`config.mk`:
```
export PLATFORM = sky130hd
export DESIGN_NAME = prog_loader_flat
export DESIGN_NICKNAME = d
export VERILOG_FILES = /design/src/rtl/prog_loader_if.sv /design/src/rtl/prog_loader.sv /design/src/flat_wrapper.sv
export SDC_FILE = /design/constraint.sdc
export NUM_CORES = 1
export LEC_CHECK = 0
export BUFFER_PORTS_ARGS = -buffer_cell sky130_fd_sc_hd__buf_2
export CORE_MARGIN = 8
export CORE_UTILIZATION = 35
export CTS_CLUSTER_DIAMETER = 200
export CTS_CLUSTER_SIZE = 24
export DETAILED_ROUTE_END_ITERATION = 12
export GPL_TIMING_DRIVEN = 0
export PLACE_DENSITY = 0.54
export SKIP_CTS_REPAIR_TIMING = 1
export SLEW_MARGIN = 40
export SYNTH_ARGS = -nofsm -noshare
export SYNTH_HDL_FRONTEND = slang
export SYNTH_SLANG_ARGS = --single-unit
```
`constraint.sdc`:
```
create_clock -name clk -period 2.35 [get_ports clk]
set_input_delay 0.1175 -clock clk [delete_from_list [all_inputs] [get_ports clk]]
set_output_delay 0.1175 -clock clk [all_outputs]
set_load 0.1 [all_outputs]
```
`src/rtl/prog_loader_if.sv`:
```
// Program-load stream between the harness and prog_loader.
// The source drives valid/data/last; the loader answers with ready.
interface prog_loader_if #(
    parameter int W = 9
) ();
    logic         ld_valid;
    logic [W-1:0] ld_data;
    logic         ld_last;
    logic         ld_ready;

    modport master (
        output ld_valid,
        output ld_data,
        output ld_last,
        input  ld_ready
    );

    modport slave (
        input  ld_valid,
        input  ld_data,
        input  ld_last,
        output ld_ready
    );
endinterface

```
`src/rtl/prog_loader.sv`:
```
// Harness stage for the 9-bit core: streams a program into instruction memory,
// holds the core in reset while loading, starts it, and times the run until done.
//
// state | meaning
// IDLE  | waiting for the first word of a program
// LOAD  | accepting words and writing them to imem
// ARM   | final imem write in flight, core still in reset
// START | core released, one-cycle req pulse
// RUN   | counting cycles until core_done
// DONE  | results held; a new word starts the next load
module prog_loader #(
    parameter int D  = 12,
    parameter int W  = 9,
    parameter int CW = 16
) (
    input  logic                clk,
    input  logic                reset,
    prog_loader_if.slave        ld,
    output logic                imem_we,
    output logic [D-1:0]        imem_addr,
    output logic [W-1:0]        imem_wdata,
    output logic                core_reset,
    output logic                core_req,
    input  logic                core_done,
    output logic                busy,
    output logic                run_done,
    output logic                err_overflow,
    output logic [D:0]          prog_len,
    output logic [CW-1:0]       cycle_count
);

    typedef enum logic [2:0] {
        S_IDLE,
        S_LOAD,
        S_ARM,
        S_START,
        S_RUN,
        S_DONE
    } state_t;

    localparam logic [D:0]    WP_ONE = (D+1)'(1);
    localparam logic [CW-1:0] CC_ONE = CW'(1);
    localparam logic [CW-1:0] CC_MAX = {CW{1'b1}};

    state_t          r_state;
    logic            r_ld_ready;
    logic            r_imem_we;
    logic [D-1:0]    r_imem_addr;
    logic [W-1:0]    r_imem_wdata;
    logic            r_core_reset;
    logic            r_core_req;
    logic            r_busy;
    logic            r_run_done;
    logic            r_err_overflow;
    logic [D:0]      r_wp;
    logic [CW-1:0]   r_cycle_count;

    logic            w_accept;
    logic            w_full;

    assign w_accept = ld.ld_valid && r_ld_ready;
    // wp never exceeds 2^D, so its top bit alone flags a full memory
    assign w_full   = r_wp[D];

    always_ff @(posedge clk) begin
        if (reset) begin
            r_state        <= S_IDLE;
            r_ld_ready     <= 1'b1;
            r_imem_we      <= 1'b0;
            r_imem_addr    <= '0;
            r_imem_wdata   <= '0;
            r_core_reset   <= 1'b1;
            r_core_req     <= 1'b0;
            r_busy         <= 1'b0;
            r_run_done     <= 1'b0;
            r_err_overflow <= 1'b0;
            r_wp           <= '0;
            r_cycle_count  <= '0;
        end else begin
            r_imem_we <= 1'b0;
            case (r_state)
                S_IDLE, S_DONE: begin
                    if (w_accept) begin
                        r_run_done     <= 1'b0;
                        r_err_overflow <= 1'b0;
                        r_cycle_count  <= '0;
                        r_core_reset   <= 1'b1;
                        r_busy         <= 1'b1;
                        r_imem_we      <= 1'b1;
                        r_imem_addr    <= '0;
                        r_imem_wdata   <= ld.ld_data;
                        r_wp           <= WP_ONE;
                        if (ld.ld_last) begin
                            r_state    <= S_ARM;
                            r_ld_ready <= 1'b0;
                        end else begin
                            r_state    <= S_LOAD;
                        end
                    end
                end
                S_LOAD: begin
                    if (w_accept) begin
                        if (w_full) begin
                            // overflow word is dropped; the core is never started
                            r_err_overflow <= 1'b1;
                            r_run_done     <= 1'b0;
                            r_busy         <= 1'b0;
                            r_state        <= S_DONE;
                        end else begin
                            r_imem_we    <= 1'b1;
                            r_imem_addr  <= r_wp[D-1:0];
                            r_imem_wdata <= ld.ld_data;
                            r_wp         <= r_wp + WP_ONE;
                            if (ld.ld_last) begin
                                r_state    <= S_ARM;
                                r_ld_ready <= 1'b0;
                            end
                        end
                    end
                end
                S_ARM: begin
                    r_state      <= S_START;
                    r_core_reset <= 1'b0;
                    r_core_req   <= 1'b1;
                end
                S_START: begin
                    r_state    <= S_RUN;
                    r_core_req <= 1'b0;
                end
                S_RUN: begin
                    if (r_cycle_count != CC_MAX) begin
                        r_cycle_count <= r_cycle_count + CC_ONE;
                    end
                    if (core_done) begin
                        r_state    <= S_DONE;
                        r_run_done <= 1'b1;
                        r_busy     <= 1'b0;
                        r_ld_ready <= 1'b1;
                    end
                end
                default: begin
                    r_state <= S_IDLE;
                end
            endcase
        end
    end

    assign ld.ld_ready   = r_ld_ready;
    assign imem_we       = r_imem_we;
    assign imem_addr     = r_imem_addr;
    assign imem_wdata    = r_imem_wdata;
    assign core_reset    = r_core_reset;
    assign core_req      = r_core_req;
    assign busy          = r_busy;
    assign run_done      = r_run_done;
    assign err_overflow  = r_err_overflow;
    assign prog_len      = r_wp;
    assign cycle_count   = r_cycle_count;

endmodule

```
`src/flat_wrapper.sv`:
```
// flat-port wrapper written by rule: the top's interface ports become plain ports
module prog_loader_flat 
#(
    parameter int D  = 12,
    parameter int W  = 9,
    parameter int CW = 16
)
  (clk, reset, imem_we, imem_addr, imem_wdata, core_reset, core_req, core_done, busy, run_done, err_overflow, prog_len, cycle_count, ld_ld_valid, ld_ld_data, ld_ld_last, ld_ld_ready);
  prog_loader_if #(.W(W)) ld_i ();
  input  logic clk;
  input  logic reset;
  output logic imem_we;
  output logic [D-1:0] imem_addr;
  output logic [W-1:0] imem_wdata;
  output logic core_reset;
  output logic core_req;
  input  logic core_done;
  output logic busy;
  output logic run_done;
  output logic err_overflow;
  output logic [D:0] prog_len;
  output logic [CW-1:0] cycle_count;
  input wire logic [$bits(ld_i.ld_valid)-1:0] ld_ld_valid;
  input wire logic [$bits(ld_i.ld_data)-1:0] ld_ld_data;
  input wire logic [$bits(ld_i.ld_last)-1:0] ld_ld_last;
  output wire logic [$bits(ld_i.ld_ready)-1:0] ld_ld_ready;
  assign ld_i.ld_valid = ld_ld_valid;
  assign ld_i.ld_data = ld_ld_data;
  assign ld_i.ld_last = ld_ld_last;
  assign ld_ld_ready = ld_i.ld_ready;
  prog_loader #(.D(D), .W(W), .CW(CW)) u_core (.clk(clk), .reset(reset), .ld(ld_i), .imem_we(imem_we), .imem_addr(imem_addr), .imem_wdata(imem_wdata), .core_reset(core_reset), .core_req(core_req), .core_done(core_done), .busy(busy), .run_done(run_done), .err_overflow(err_overflow), .prog_len(prog_len), .cycle_count(cycle_count));
endmodule
```
# Word level (Yosys, flattened, before mapping)
# Index checks and enable logic that the tools add are counted.
# totals
regBits	60
inputBits	14
out_inout_bits	57
elab_cells	88
# classes
n_addsub	2
eq_ne	13
n_mux	44
n_reduce_logical	16
# ops
op	n
13-bit two-way mux	3
12-bit two-way mux	3
16-bit two-way mux	2
16-bit case mux with 2 select lines	1
9-bit two-way mux	3
13-bit case mux with 2 select lines	1
12-bit case mux with 2 select lines	1
9-bit case mux with 2 select lines	1
16-bit by 1-bit adder with 16-bit output, second input constant	1
16-bit inequality test, second input constant	1
1-bit two-way mux	15
3-bit two-way mux	5
3-bit case mux with 5 select lines	1
13-bit by 1-bit adder with 13-bit output, second input constant	1
4-bit AND reduction	3
5-bit AND reduction	2
1-bit case mux with 3 select lines	3
2-bit by 1-bit inequality test with 1-bit output, second input constant	4
1-bit case mux with 2 select lines	4
2-bit nonzero test	4
3-bit by 2-bit equality test with 1-bit output, second input constant	2
3-bit equality test, second input constant	2
3-bit AND reduction	2
2-bit inequality test, second input constant	2
other kinds (8)	8

# Logic depth before layout (Yosys ltp)
# Gate-level depths: netlist of the first run.
# depth
depth_word	4
ltp_mapped	6

# Least setup slack after synthesis of the first run
# Ideal clock, no wire load.
# synth_path
path_type	register to register
from	register u_core.r_cycle_count[1], in the netlist u_core.cycle_count[1]
to	register u_core.r_cycle_count[2], in the netlist u_core.cycle_count[2]
arrival_ns	2.362
slack_ns	-0.134
path_stages_with_launch	6
period_less_slack_ns	2.484
cell_sequence	dfxtp_1 > ha_1 > nand3_2 > nor3_4 > a21oi_1 > a221o_1
# synth_between
elab_chain_cells	3
# synth_rtl
element	line	text
start: declaration	prog_loader.sv:56	logic [CW-1:0] r_cycle_count;
start signal: assignment	prog_loader.sv:132	r_cycle_count <= r_cycle_count + CC_ONE;
16-bit by 1-bit adder with 16-bit output or 16-bit inequality test (tied branches)	prog_loader.sv:132, prog_loader.sv:131	
16-bit two-way mux or 2-bit by 1-bit inequality test with 1-bit output (tied branches)	--	
16-bit case mux with 2 select lines or 3-bit AND reduction (tied branches)	--	
# Parallel ways exist; a longest one is shown, timed or not. The select of a mux whose other input is x is not followed.
# A chain may end at the register's enable or synchronous reset.

# Worst setup path in the final report of the first run
# layout_path
from	register u_core.r_cycle_count[0], in the netlist u_core.cycle_count[0]
to	register u_core.r_cycle_count[10], in the netlist u_core.cycle_count[10]
# Same word-level chain as after synthesis.

==> reports/qor.yml, run 1 <==
logic_synthesis:
  syn_avg_cell_area_sq_um: 8.84
  proportion_of_synthesized_flip_flops_having_asynchronous_set_or_reset: 0
  synth_compound_area_frac: 0.248
  yosys_most_used_dff: "sky130_fd_sc_hd__dfxtp_1"
  synth-edff-count: 0
  yosys.cell_count.top_type: "sky130_fd_sc_hd__dfxtp_1"
  yosys-mux-area-fraction: 0.0107
  synth_area_sq_mm: 0.00293
  yosys.area.top_type_share: 0.410
  post_synthesis_simple_gate_area_fraction: 0.270
  seq_area_frac_synth: 0.410
  synthCells: 331
  synth.lib_cells_used.distinct: 64
  dominant_combinational_cell_family_by_area_after_synthesis: "simple AND/OR/NAND/NOR gates"
  ys_ff_latch: 60
  ys_warn_count: 0
  synth-adder-area-share: 0.00855
  synth-xor-area-share: 0.00599
  synth_largest_area_cell: "sky130_fd_sc_hd__dfxtp_1"
  synth.top_cells.by_count: "sky130_fd_sc_hd__dfxtp_1 (60), sky130_fd_sc_hd__nand2_1 (33), sky130_fd_sc_hd__nor2_1 (30), sky130_fd_sc_hd__a21oi_1 (26)"
  post_synth_main_area_contributors: "sky130_fd_sc_hd__dfxtp_1 (41%), sky130_fd_sc_hd__a21oi_1 (4.4%), sky130_fd_sc_hd__nand2_1 (4.2%)"
  mappedNetlistNets: 347
cts:
  cts-buffers-inserted: 9
  cts.reportedPaths.clkPinSlew_ns: 0.07
  htree_num_levels: 3
  clk_latency_ns: 0.34
  tritoncts_num_sinks: 60
  cts_max_path_buffers: 2
  cts_tree: "done"
  root_buffer: "sky130_fd_sc_hd__clkbuf_8"
route:
  drtAntennaViolNets: 0
  finalWirelength_mm: 8.38
  remaining_drc_errors: 0
  drt-wirelength-per-cell_um: 16.1
  route.detailed.vias_per_inst: 5.41
  firstDrtPassIters: 4
  routed-via-count: 2821
  detailedRoute.firstIterationViolations: 101
sta:
  least_margin_pin_slew_ns: 0.669
  f_max_mhz: 516
  finalHoldWorstSlack_ns: 0.0122
  slew-limit-headroom: 0.552
  setup_viol: 0
  finalCritPeriodShare: 0.824
  finClkSkew_ns: 0.00743
  post-route-min-period_ns: 1.94
  unrepaired_setup_endpoints_after_global_routing: "false"
  timing.setup.tns_ns: 0
  maxSlewViolCount: 0
  report.final.hold_viol_count: 0
worst_hold_path:
  worstHoldPathType: "input port to flop"
cells_and_area:
  finalNetCount: 428
  number_of_standard_cells_in_the_final_layout_excluding_fillers: 521
  antenna-diode-count: 0
  fillerInstances: 852
  drive_above_1_share: 0.274
  synthToLayoutAreaGrowth_pct: 23.7
grt:
  global_route.overflow_total: 0
  number_of_global_route_vias_before_repair: 2602
  grt.total_usage: 0.145
  antenna_found_initial: 0
  grt_first_pass_wirelength_mm: 13.3
  largest_net_degree_at_the_start_of_global_routing: 11
power:
  cellPowerDensity_mw_per_mm2: 744
  peakVddDrop_mv: 0.361
  power.static_leakage_nw: 1.52
die:
  fp.coreArea_sq_mm: 0.00818
  design.die.area_sq_mm: 0.0115
  die_height_um: 107
  initial_util: 0.358
  die_span_in_x_um: 107
  io-pin-count: 71
  row_count: 33
place:
  dpl.cell_count: 506
  io_buffers: 70
  final_wtd_congestion: 0.829
  dp_hpwl_mm: 6.06
worst_setup_path:
  worst-path-max-fanout: 9
  setup.worst_path.start_class: "flop"
  worst_setup_path_end_kind: "flop"
  required_ns: 2.59
  cp.arrival_ns: 2.17
  path_class: "flop to flop"
run:
  maxCapViolations: 0
outcome:
  run_status: "finished clean"
-- state kept, by name, indices dropped and copies added, names as in the netlist --
| signal | cells |
|---|---|
| u_core.run_done | 1 |
| u_core.imem_addr | 12 |
| u_core.cycle_count | 16 |
| u_core.r_state | 3 |
| u_core.imem_wdata | 9 |
| u_core.ld.ld_ready | 1 |
| u_core.imem_we | 1 |
| u_core.core_reset | 1 |
| u_core.core_req | 1 |
| u_core.busy | 1 |
| u_core.err_overflow | 1 |
| u_core.prog_len | 13 |
-- cell families after synthesis --
| family | Yosys count |
|---|---|
| XOR/XNOR | 2 |
| AO/OA/AOI/OAI | 103 |
| flip-flops | 60 |
| buffers and inverters | 26 |
| adder cells (fa/ha/maj) | 2 |
| AND/OR/NAND/NOR | 135 |
| multiplexers | 3 |
-- final cells by class --
type                            count  area [sq um]  share of cell area
Sequential cell                    60          1200               0.332
Multi-Input combinational cell    245          1590               0.439
Inverter                            8          30.0             0.00829
Buffer                             18           106              0.0294
Clock buffer                       12           165              0.0456
Timing Repair Buffer               70           350              0.0968
Clock inverter                      3          45.0              0.0124
Tap cell                          105           131              0.0363
-- path summary, 6_finish.rpt --
path | cells after the start | end | slack, ns | startpoint
worst max-delay path | 5 | u_core.cycle_count[10] | 0.41 | u_core.cycle_count[0]
worst min-delay path | 3 | u_core.imem_wdata[2] | 0.01 | ld_ld_data[2]
worst max register to register | 5 | u_core.cycle_count[10] | 0.41 | u_core.cycle_count[0]
worst min register to register | 2 | u_core.imem_wdata[2] | 0.45 | u_core.imem_wdata[2]
-- layout by cell type (no fill, tap or decap), types with 6 or more instances in the layout --
| cell | synthesis | final |
|---|---|---|
| sky130_fd_sc_hd__buf_2 | 4 | 74 |
| sky130_fd_sc_hd__dfxtp_1 | 60 | 58 |
| sky130_fd_sc_hd__nand2_1 | 33 | 33 |
| sky130_fd_sc_hd__nor2_1 | 30 | 30 |
| sky130_fd_sc_hd__a21oi_1 | 26 | 26 |
| sky130_fd_sc_hd__a22oi_1 | 13 | 13 |
| sky130_fd_sc_hd__o21ai_0 | 13 | 13 |
| sky130_fd_sc_hd__nand3_1 | 12 | 12 |
| sky130_fd_sc_hd__a31oi_1 | 12 | 12 |
| sky130_fd_sc_hd__clkbuf_8 | 0 | 12 |
| sky130_fd_sc_hd__clkbuf_1 | 8 | 8 |
| sky130_fd_sc_hd__inv_1 | 8 | 8 |
| sky130_fd_sc_hd__and3_1 | 6 | 6 |
-- worst max-delay path: stages (launching register included) --
cell	delay, ns
sky130_fd_sc_hd__dfxtp_2	0.37
sky130_fd_sc_hd__ha_1	0.21
sky130_fd_sc_hd__nand3_2	0.21
sky130_fd_sc_hd__nor3_4	0.46
sky130_fd_sc_hd__a31oi_1	0.26
sky130_fd_sc_hd__a311oi_1	0.33
-- routing by layer --
metal	vias to the layer above	GRT usage	part of all wire
met4	0	0.0654	0.016
met5	-	0	0
li1	1416	-	-
met1	1330	0.187	0.47
met2	65	0.215	0.45
met3	10	0.0479	0.062
-- per-stage QoR --
step	worst slack, ns	cell area [sq um]	util	total power (W)
floorplan	0.0103	2930	-	0.00160
global placement	0.468	3410	0.417	0.00173
detailed placement	0.468	3410	0.417	0.00173
CTS	0.415	3620	0.443	0.00273
global route	0.299	3620	0.443	0.00282
finish	0.413	3620	0.443	0.00270
-- where the power goes --
part | leakage, nW | switching (W) | total, W | internal (W)
Combinational | 0.934 | 0.000475 | 0.000620 | 0.000144
Clock | 0.101 | 0.000418 | 0.000989 | 0.000571
Sequential | 0.487 | 0.0000292 | 0.00109 | 0.00106
Note: power is estimated with default switching activity, not from simulation.
==> run 2, diff against run 1 <==
Settings changed: ABC_AREA set to 1, PLACE_DENSITY 0.54 to 0.55.
Clock period 2.35 ns to 1.9 ns, I/O delays scaled along.
==> run 2 against run 1 <==
Effect of this change:
- first-iteration DRC count up 6.9%
- via count up 0.50%
- count of clock-buffer cells in the layout down 3
- wire length down 9.8%
- largest cell class unchanged
- highest routed layer unchanged
==> reports/qor.yml, run 2 <==
sta:
  unrepaired_setup_endpoints_after_global_routing: "false"
  least_margin_pin_slew_ns: 0.563  # -0.106 ns
  f_max_mhz: 581  # +12%
  report.final.hold_viol_count: 0  # unchanged
  finClkSkew_ns: 0.00951  # +0.00207 ns
  setup_viol: 0  # unchanged
  finalCritPeriodShare: 0.907  # +0.0825
  slew-limit-headroom: 0.624  # +0.0727
  post-route-min-period_ns: 1.72  # -0.214 ns
  maxSlewViolCount: 0  # unchanged
  finalHoldWorstSlack_ns: 0.0197  # +0.00756 ns
power:
  peakVddDrop_mv: 0.750  # +110%
  power.total_w: 0.00472  # +75%
  cellPowerDensity_mw_per_mm2: 1360  # +83%
  power.static_leakage_nw: 1.62  # +6.4%
route:
  route.detailed.vias_per_inst: 4.75  # -12%
  detailedRoute.firstIterationViolations: 108  # +6.9%
  remaining_drc_errors: 0  # unchanged
  finalWirelength_mm: 7.56  # -9.8%
  drtAntennaViolNets: 0  # unchanged
  routed-via-count: 2835  # +0.50%
  drt-wirelength-per-cell_um: 12.7  # -21%
  firstDrtPassIters: 4  # unchanged
cells_and_area:
  synthToLayoutAreaGrowth_pct: 25.9
  fillerInstances: 843  # -1.1%
  multiInputGateArea_sq_mm: 0.00133  # -17%
  antenna-diode-count: 0  # unchanged
  ff_latch_area_sq_mm: 0.00123  # +2.2%
  final_util: 0.451  # +0.00761
  drive_above_1_share: 0.246  # -0.0276
  mostFrequentLayoutCell: "sky130_fd_sc_hd__nand2_1"
  final_cell_area_sq_mm: 0.00346  # -4.4%
  largest_register_ffs: 16  # unchanged
  finalNetCount: 506  # +18%
  most-common-layout-cells: "sky130_fd_sc_hd__nand2_1 (111), sky130_fd_sc_hd__buf_2 (72), sky130_fd_sc_hd__nor2_1 (56)"
worst_hold_path:
  worstHoldPathType: "input port to flop"
  hold_start: "ld_ld_data[0]"
cts:
  cts-buffers-inserted: 9  # unchanged
  cts_max_path_buffers: 2  # unchanged
  cts.reportedPaths.clkPinSlew_ns: 0.08  # about the same
  root_buffer: "sky130_fd_sc_hd__clkbuf_8"
  clk_latency_ns: 0.33  # about the same
  htree_num_levels: 3  # unchanged
  cts_tree: "done"
  tritoncts_num_sinks: 60  # unchanged
place:
  final_wtd_congestion: 0.861  # +3.9%
  dp_hpwl_mm: 5.75  # -5.2%
  io_buffers: 70  # unchanged
  post_dp_cell_area_sq_mm: 0.00326  # -4.5%
logic_synthesis:
  synth.lib_cells_used.distinct: 28  # -56%
  seq_area_frac_synth: 0.437  # +0.0263
  synth.top_cells.by_count: "sky130_fd_sc_hd__nand2_1 (111), sky130_fd_sc_hd__dfxtp_1 (60), sky130_fd_sc_hd__nor2_1 (57), sky130_fd_sc_hd__inv_1 (45), sky130_fd_sc_hd__a21oi_1 (35)"
  synth_largest_area_cell: "sky130_fd_sc_hd__dfxtp_1"
  yosys.area.top_type_share: 0.437  # +0.0263
  mappedNetlistNets: 425  # +22%
  yosys.cell_count.top_type: "sky130_fd_sc_hd__nand2_1"
  syn_avg_cell_area_sq_um: 6.72  # -24%
  ys_warn_count: 0  # unchanged
  synthCells: 409  # +24%
  yosys_most_used_dff: "sky130_fd_sc_hd__dfxtp_1"
  post_synth_main_area_contributors: "sky130_fd_sc_hd__dfxtp_1 (44%), sky130_fd_sc_hd__nand2_1 (15%), sky130_fd_sc_hd__nor2_1 (7.8%)"
  synth-edff-count: 0  # unchanged
  synth_area_sq_mm: 0.00275  # -6.0%
  ys_ff_latch: 60  # unchanged
  proportion_of_synthesized_flip_flops_having_asynchronous_set_or_reset: 0  # unchanged
worst_setup_path:
  worst_setup_path_end_kind: "flop"
  critPathMaxStageDelay_ns: 0.37  # -0.09 ns
  worst_path_most_repeated_cell: "sky130_fd_sc_hd__nand2_1"
  crit_chain: "ha_1 > nand2_1 > nor2_2 > nand2_1 > nor2_1 > nand2_1 > nand2_4 > buf_6 > nor2_1 > o21a_1"
  setup.worst_path.start_class: "flop"
  worst-path-max-fanout: 10  # +1
  required_ns: 2.13  # -0.46 ns
  worstSetupStartpoint: "u_core.cycle_count[0]"
  cp.arrival_ns: 1.95  # -0.22 ns
  crit-reg2reg-launch: "u_core.cycle_count[0]"
  crit_slowest_cell: "sky130_fd_sc_hd__dfxtp_4"
  path_class: "flop to flop"
grt:
  grt_first_pass_wirelength_mm: 12.5  # -6.0%
  antenna_found_initial: 0  # unchanged
  use_met3: 0.0393  # -0.00859
  grt_util_met1: 0.179  # -0.00851
  number_of_global_route_vias_before_repair: 2575  # -1.0%
  largest_net_degree_at_the_start_of_global_routing: 13  # +2
  gr-max-usage-layer: "met2"
  gr-usage-met2: 0.212  # -0.00315
  global_route.overflow_total: 0  # unchanged
  grt.total_usage: 0.138  # -0.00760
die:
  io-pin-count: 71  # unchanged
  design.die.area_sq_mm: 0.0109  # -5.1%
  initial_util: 0.358  # about the same
  fp.coreArea_sq_mm: 0.00769  # -6.0%
  row_count: 32  # -3.0%
  die_height_um: 105  # -2.6%
  die_span_in_x_um: 105  # -2.6%
outcome:
  run_status: "finished clean"
run:
  maxCapViolations: 0  # unchanged
## run 2: path summary, 6_finish.rpt
check                                to  slack [ns]  cells past startpoint
setup / recovery  u_core.cycle_count[4]        0.18                     10
hold / removal     u_core.imem_wdata[0]        0.02                      3
hold reg to reg     u_core.imem_addr[2]        0.46                      2
setup reg to reg  u_core.cycle_count[4]        0.18                     10
## run 2: layer usage
layer,wire (um),share of wire
met2,3260,0.43
met5,0,0
met4,89,0.012
met3,511,0.068
met1,3700,0.49
## run 2: area by class of cell
cell class,count,area share
Buffer,10,0.0159
Clock buffer,9,0.0358
Clock inverter,7,0.0217
Inverter,47,0.0509
Multi-Input combinational cell,292,0.383
Sequential cell,60,0.355
Tap cell,102,0.0368
Timing Repair Buffer,70,0.101
## run 2: kinds of logic (layout without fill, tap and decap cells)
| family | Yosys count | count (layout) | synth area share |
|---|---|---|---|
| simple gates | 216 | 216 | 0.326 |
| buf+inv | 57 | 143 | 0.0842 |
| compound gates | 72 | 72 | 0.138 |
| flops | 60 | 60 | 0.437 |
| fa+ha+maj | 2 | 2 | 0.00910 |
| xor+xnor | 2 | 2 | 0.00637 |
## run 2: through the flow
step	std cells	setup WS, ns	TNS [ns]
after floorplan	409	-0.00499	-0.00499
after global placement	581	0.109	0
after detailed placement	581	0.134	0
after CTS	597	0.117	0
after global routing	597	0.0173	0
final	597	0.177	0
## run 2: worst max-delay path, delay by kind of cell, from the launching register on
kind	cells	cell delay (ns)
AND/OR/NAND/NOR	7	0.73
AO/OA/AOI/OAI	1	0.15
buffers and inverters	1	0.15
flip-flops	1	0.37
adder cells (fa/ha/maj)	1	0.20
## run 2: power breakdown
| part | switching, W | internal (W) |
|---|---|---|
| logic | 0.00163 | 0.000416 |
| clock network | 0.000542 | 0.000612 |
| registers | 0.000107 | 0.00141 |
| total | 0.00228 | 0.00244 |
==> run 3, diff against run 2 <==
Settings changed: REMOVE_ABC_BUFFERS set to 1.
==> run 3 against run 2 <==
Effect of this change:
- critical path depth unchanged
- combinational power about the same
- sequential power about the same
- core utilization down 0.46 points
- non-clock buffer count down 5
- worst hold slack worse by 0.014 ns
- global-route usage down 0.37 points
==> reports/qor.yml, run 3 (synthesis results as in run 2) <==
worst_setup_path:
  crit_chain: "ha_2 > nand2_1 > nor2_2 > nand2_1 > nor2_1 > nand2_2 > nand2_4 > buf_4 > nor2_1 > o21a_1"
  worst_setup_path_end_kind: "flop"
  worstSetupStartpoint: "u_core.cycle_count[1]"
  timing.critical_path.depth: 10  # unchanged
  rr_worst_depth: 10  # unchanged
  timing.critical_path.buf_inv: 1  # unchanged
  crit_slowest_cell: "sky130_fd_sc_hd__dfxtp_1"
  r2r_slack_ns: 0.14  # -0.03 ns
  timing.rr.end: "u_core.cycle_count[4]"
  crit-reg2reg-launch: "u_core.cycle_count[1]"
  timing.critical_path.max_delay_family: "simple AND/OR/NAND/NOR gates"
  path_class: "flop to flop"
  cp.arrival_ns: 1.99  # +0.04 ns
  setup.worst_path.start_class: "flop"
  timing.critical_path.to: "u_core.cycle_count[4]"
  critPathMaxStageDelay_ns: 0.38  # about the same
  worst-path-max-fanout: 6  # -4
  required_ns: 2.14  # about the same
cells_and_area:
  antenna-diode-count: 0  # unchanged
  largest_register_ffs: 16  # unchanged
  finalNetCount: 502  # -0.79%
  synthToLayoutAreaGrowth_pct: 24.7
  fillerInstances: 848  # +0.59%
  drive_above_1_share: 0.214  # -0.0322
  multiInputGateArea_sq_mm: 0.00134  # +1.2%
  ff_latch_area_sq_mm: 0.00120  # -2.2%
  most-common-layout-cells: "sky130_fd_sc_hd__nand2_1 (110), sky130_fd_sc_hd__buf_2 (70), sky130_fd_sc_hd__dfxtp_1 (59)"
  final_cell_area_sq_mm: 0.00343  # -1.0%
  mostFrequentLayoutCell: "sky130_fd_sc_hd__nand2_1"
  final_util: 0.446  # -0.00456
place:
  final_wtd_congestion: 0.876  # +1.7%
  place_worst_setup_slack_ns: -0.0889  # -0.223 ns
  io_buffers: 70  # unchanged
  dp_hpwl_mm: 5.26  # -8.5%
  post_dp_cell_area_sq_mm: 0.00317  # -2.6%
sta:
  f_max_mhz: 570  # -1.9%
  report.final.hold_viol_count: 0  # unchanged
  maxSlewViolCount: 0  # unchanged
  setup_viol: 0  # unchanged
  finalHoldWorstSlack_ns: 0.00603  # -0.0137 ns
  least_margin_pin_slew_ns: 0.766  # +0.203 ns
  slew-limit-headroom: 0.489  # -0.136
  finalCritPeriodShare: 0.924  # +0.0171
  setup_slack_ns: 0.145  # -0.0325 ns
  post-route-min-period_ns: 1.76  # +0.0325 ns
  finClkSkew_ns: 0.0101  # +0.000570 ns
power:
  seqPwrFrac: 0.322  # about the same
  cellInternalPower_w: 0.00245  # +0.61%
  power.static_leakage_nw: 1.60  # -0.93%
  cellPowerDensity_mw_per_mm2: 1380  # +0.99%
  switching_share: 0.480  # -0.00332
  peakVddDrop_mv: 0.864  # +15%
  p_sw_w: 0.00226  # -0.72%
  clock_power_share: 0.240  # -0.005
  power.total_w: 0.00471  # about the same
  comb_power_share: 0.438  # +0.004
grt:
  antenna_found_initial: 0  # unchanged
  global_route.overflow_total: 0  # unchanged
  number_of_global_route_vias_before_repair: 2466  # -4.2%
  grt_first_pass_wirelength_mm: 12.0  # -3.9%
  grt.total_usage: 0.134  # -0.00367
  largest_net_degree_at_the_start_of_global_routing: 30  # +17
route:
  firstDrtPassIters: 4  # unchanged
  routed-via-count: 2763  # -2.5%
  finalWirelength_mm: 7.57  # +0.17%
  remaining_drc_errors: 0  # unchanged
  route.detailed.vias_per_inst: 4.67  # -1.7%
  drtAntennaViolNets: 0  # unchanged
  detailedRoute.firstIterationViolations: 84  # -22%
  drt-wirelength-per-cell_um: 12.8  # +1.0%
die:
  die_span_in_x_um: 105  # unchanged
  initial_util: 0.358  # unchanged
  row_count: 32  # unchanged
  fp.coreArea_sq_mm: 0.00769  # unchanged
  design.die.area_sq_mm: 0.0109  # unchanged
  die_height_um: 105  # unchanged
  io-pin-count: 71  # unchanged
cts:
  cts_max_path_buffers: 2  # unchanged
  cts-buffers-inserted: 9  # unchanged
  htree_num_levels: 3  # unchanged
  cts.reportedPaths.clkPinSlew_ns: 0.07  # about the same
  cts_tree: "done"
  clk_latency_ns: 0.34  # about the same
  root_buffer: "sky130_fd_sc_hd__clkbuf_8"
  tritoncts_num_sinks: 60  # unchanged
run:
  maxCapViolations: 0  # unchanged
outcome:
  run_status: "finished clean"
worst_hold_path:
  worstHoldPathType: "input port to flop"
-- run 3: worst min-delay path by stage --
stage	slack, ns	depth (start not counted)	from	to
finish	0.006	3	ld_ld_data[4]	u_core.imem_wdata[4]
global route	0.03	3	ld_ld_data[8]	u_core.imem_wdata[8]
CTS	-0.01	3	ld_ld_data[4]	u_core.imem_wdata[4]
detailed placement	0.36	3	ld_ld_data[4]	u_core.imem_wdata[4]
global placement	0.34	3	ld_ld_data[6]	u_core.imem_wdata[6]
floorplan	0.16	1	reset	u_core.busy
-- run 3: through the flow --
step           setup TNS [ns]  instances
2_1_floorplan           -9.55        399
3_3_place_gp           -0.650        571
3_5_place_dp           -0.879        571
4_1_cts                -0.752        586
5_1_grt               -0.0137        592
6_report                    0        592
-- run 3: worst min-delay path: stages --
cell	delay [ns]
sky130_fd_sc_hd__buf_2	0.07
sky130_fd_sc_hd__o21ai_0	0.07
sky130_fd_sc_hd__nor2_1	0.08
-- run 3: cell type report --
type | count | share of cell area
multi-input cells | 293 | 0.391
inverters | 47 | 0.0515
flip-flops and latches | 60 | 0.351
well taps | 102 | 0.0372
clock inverters | 5 | 0.0153
repair buffers | 75 | 0.114
clock buffers | 10 | 0.0401
-- run 3: layer usage --
layer | track usage | routed length [um] | vias up
li1 | - | - | 1455
met1 | 0.154 | 3490 | 1250
met2 | 0.221 | 3600 | 47
met3 | 0.0399 | 353 | 11
met4 | 0.0693 | 132 | 0
met5 | 0 | 0 | -
-- run 3: power by group through the flow --
stage / Clock, W / Combinational (W) / Sequential [W]
after floorplan: 0 / 0.000740 / 0.00236
after global placement: 0 / 0.00197 / 0.00154
after detailed placement: 0 / 0.00197 / 0.00154
after CTS: 0.00117 / 0.00197 / 0.00151
after global routing: 0.00122 / 0.00221 / 0.00154
final: 0.00113 / 0.00207 / 0.00152
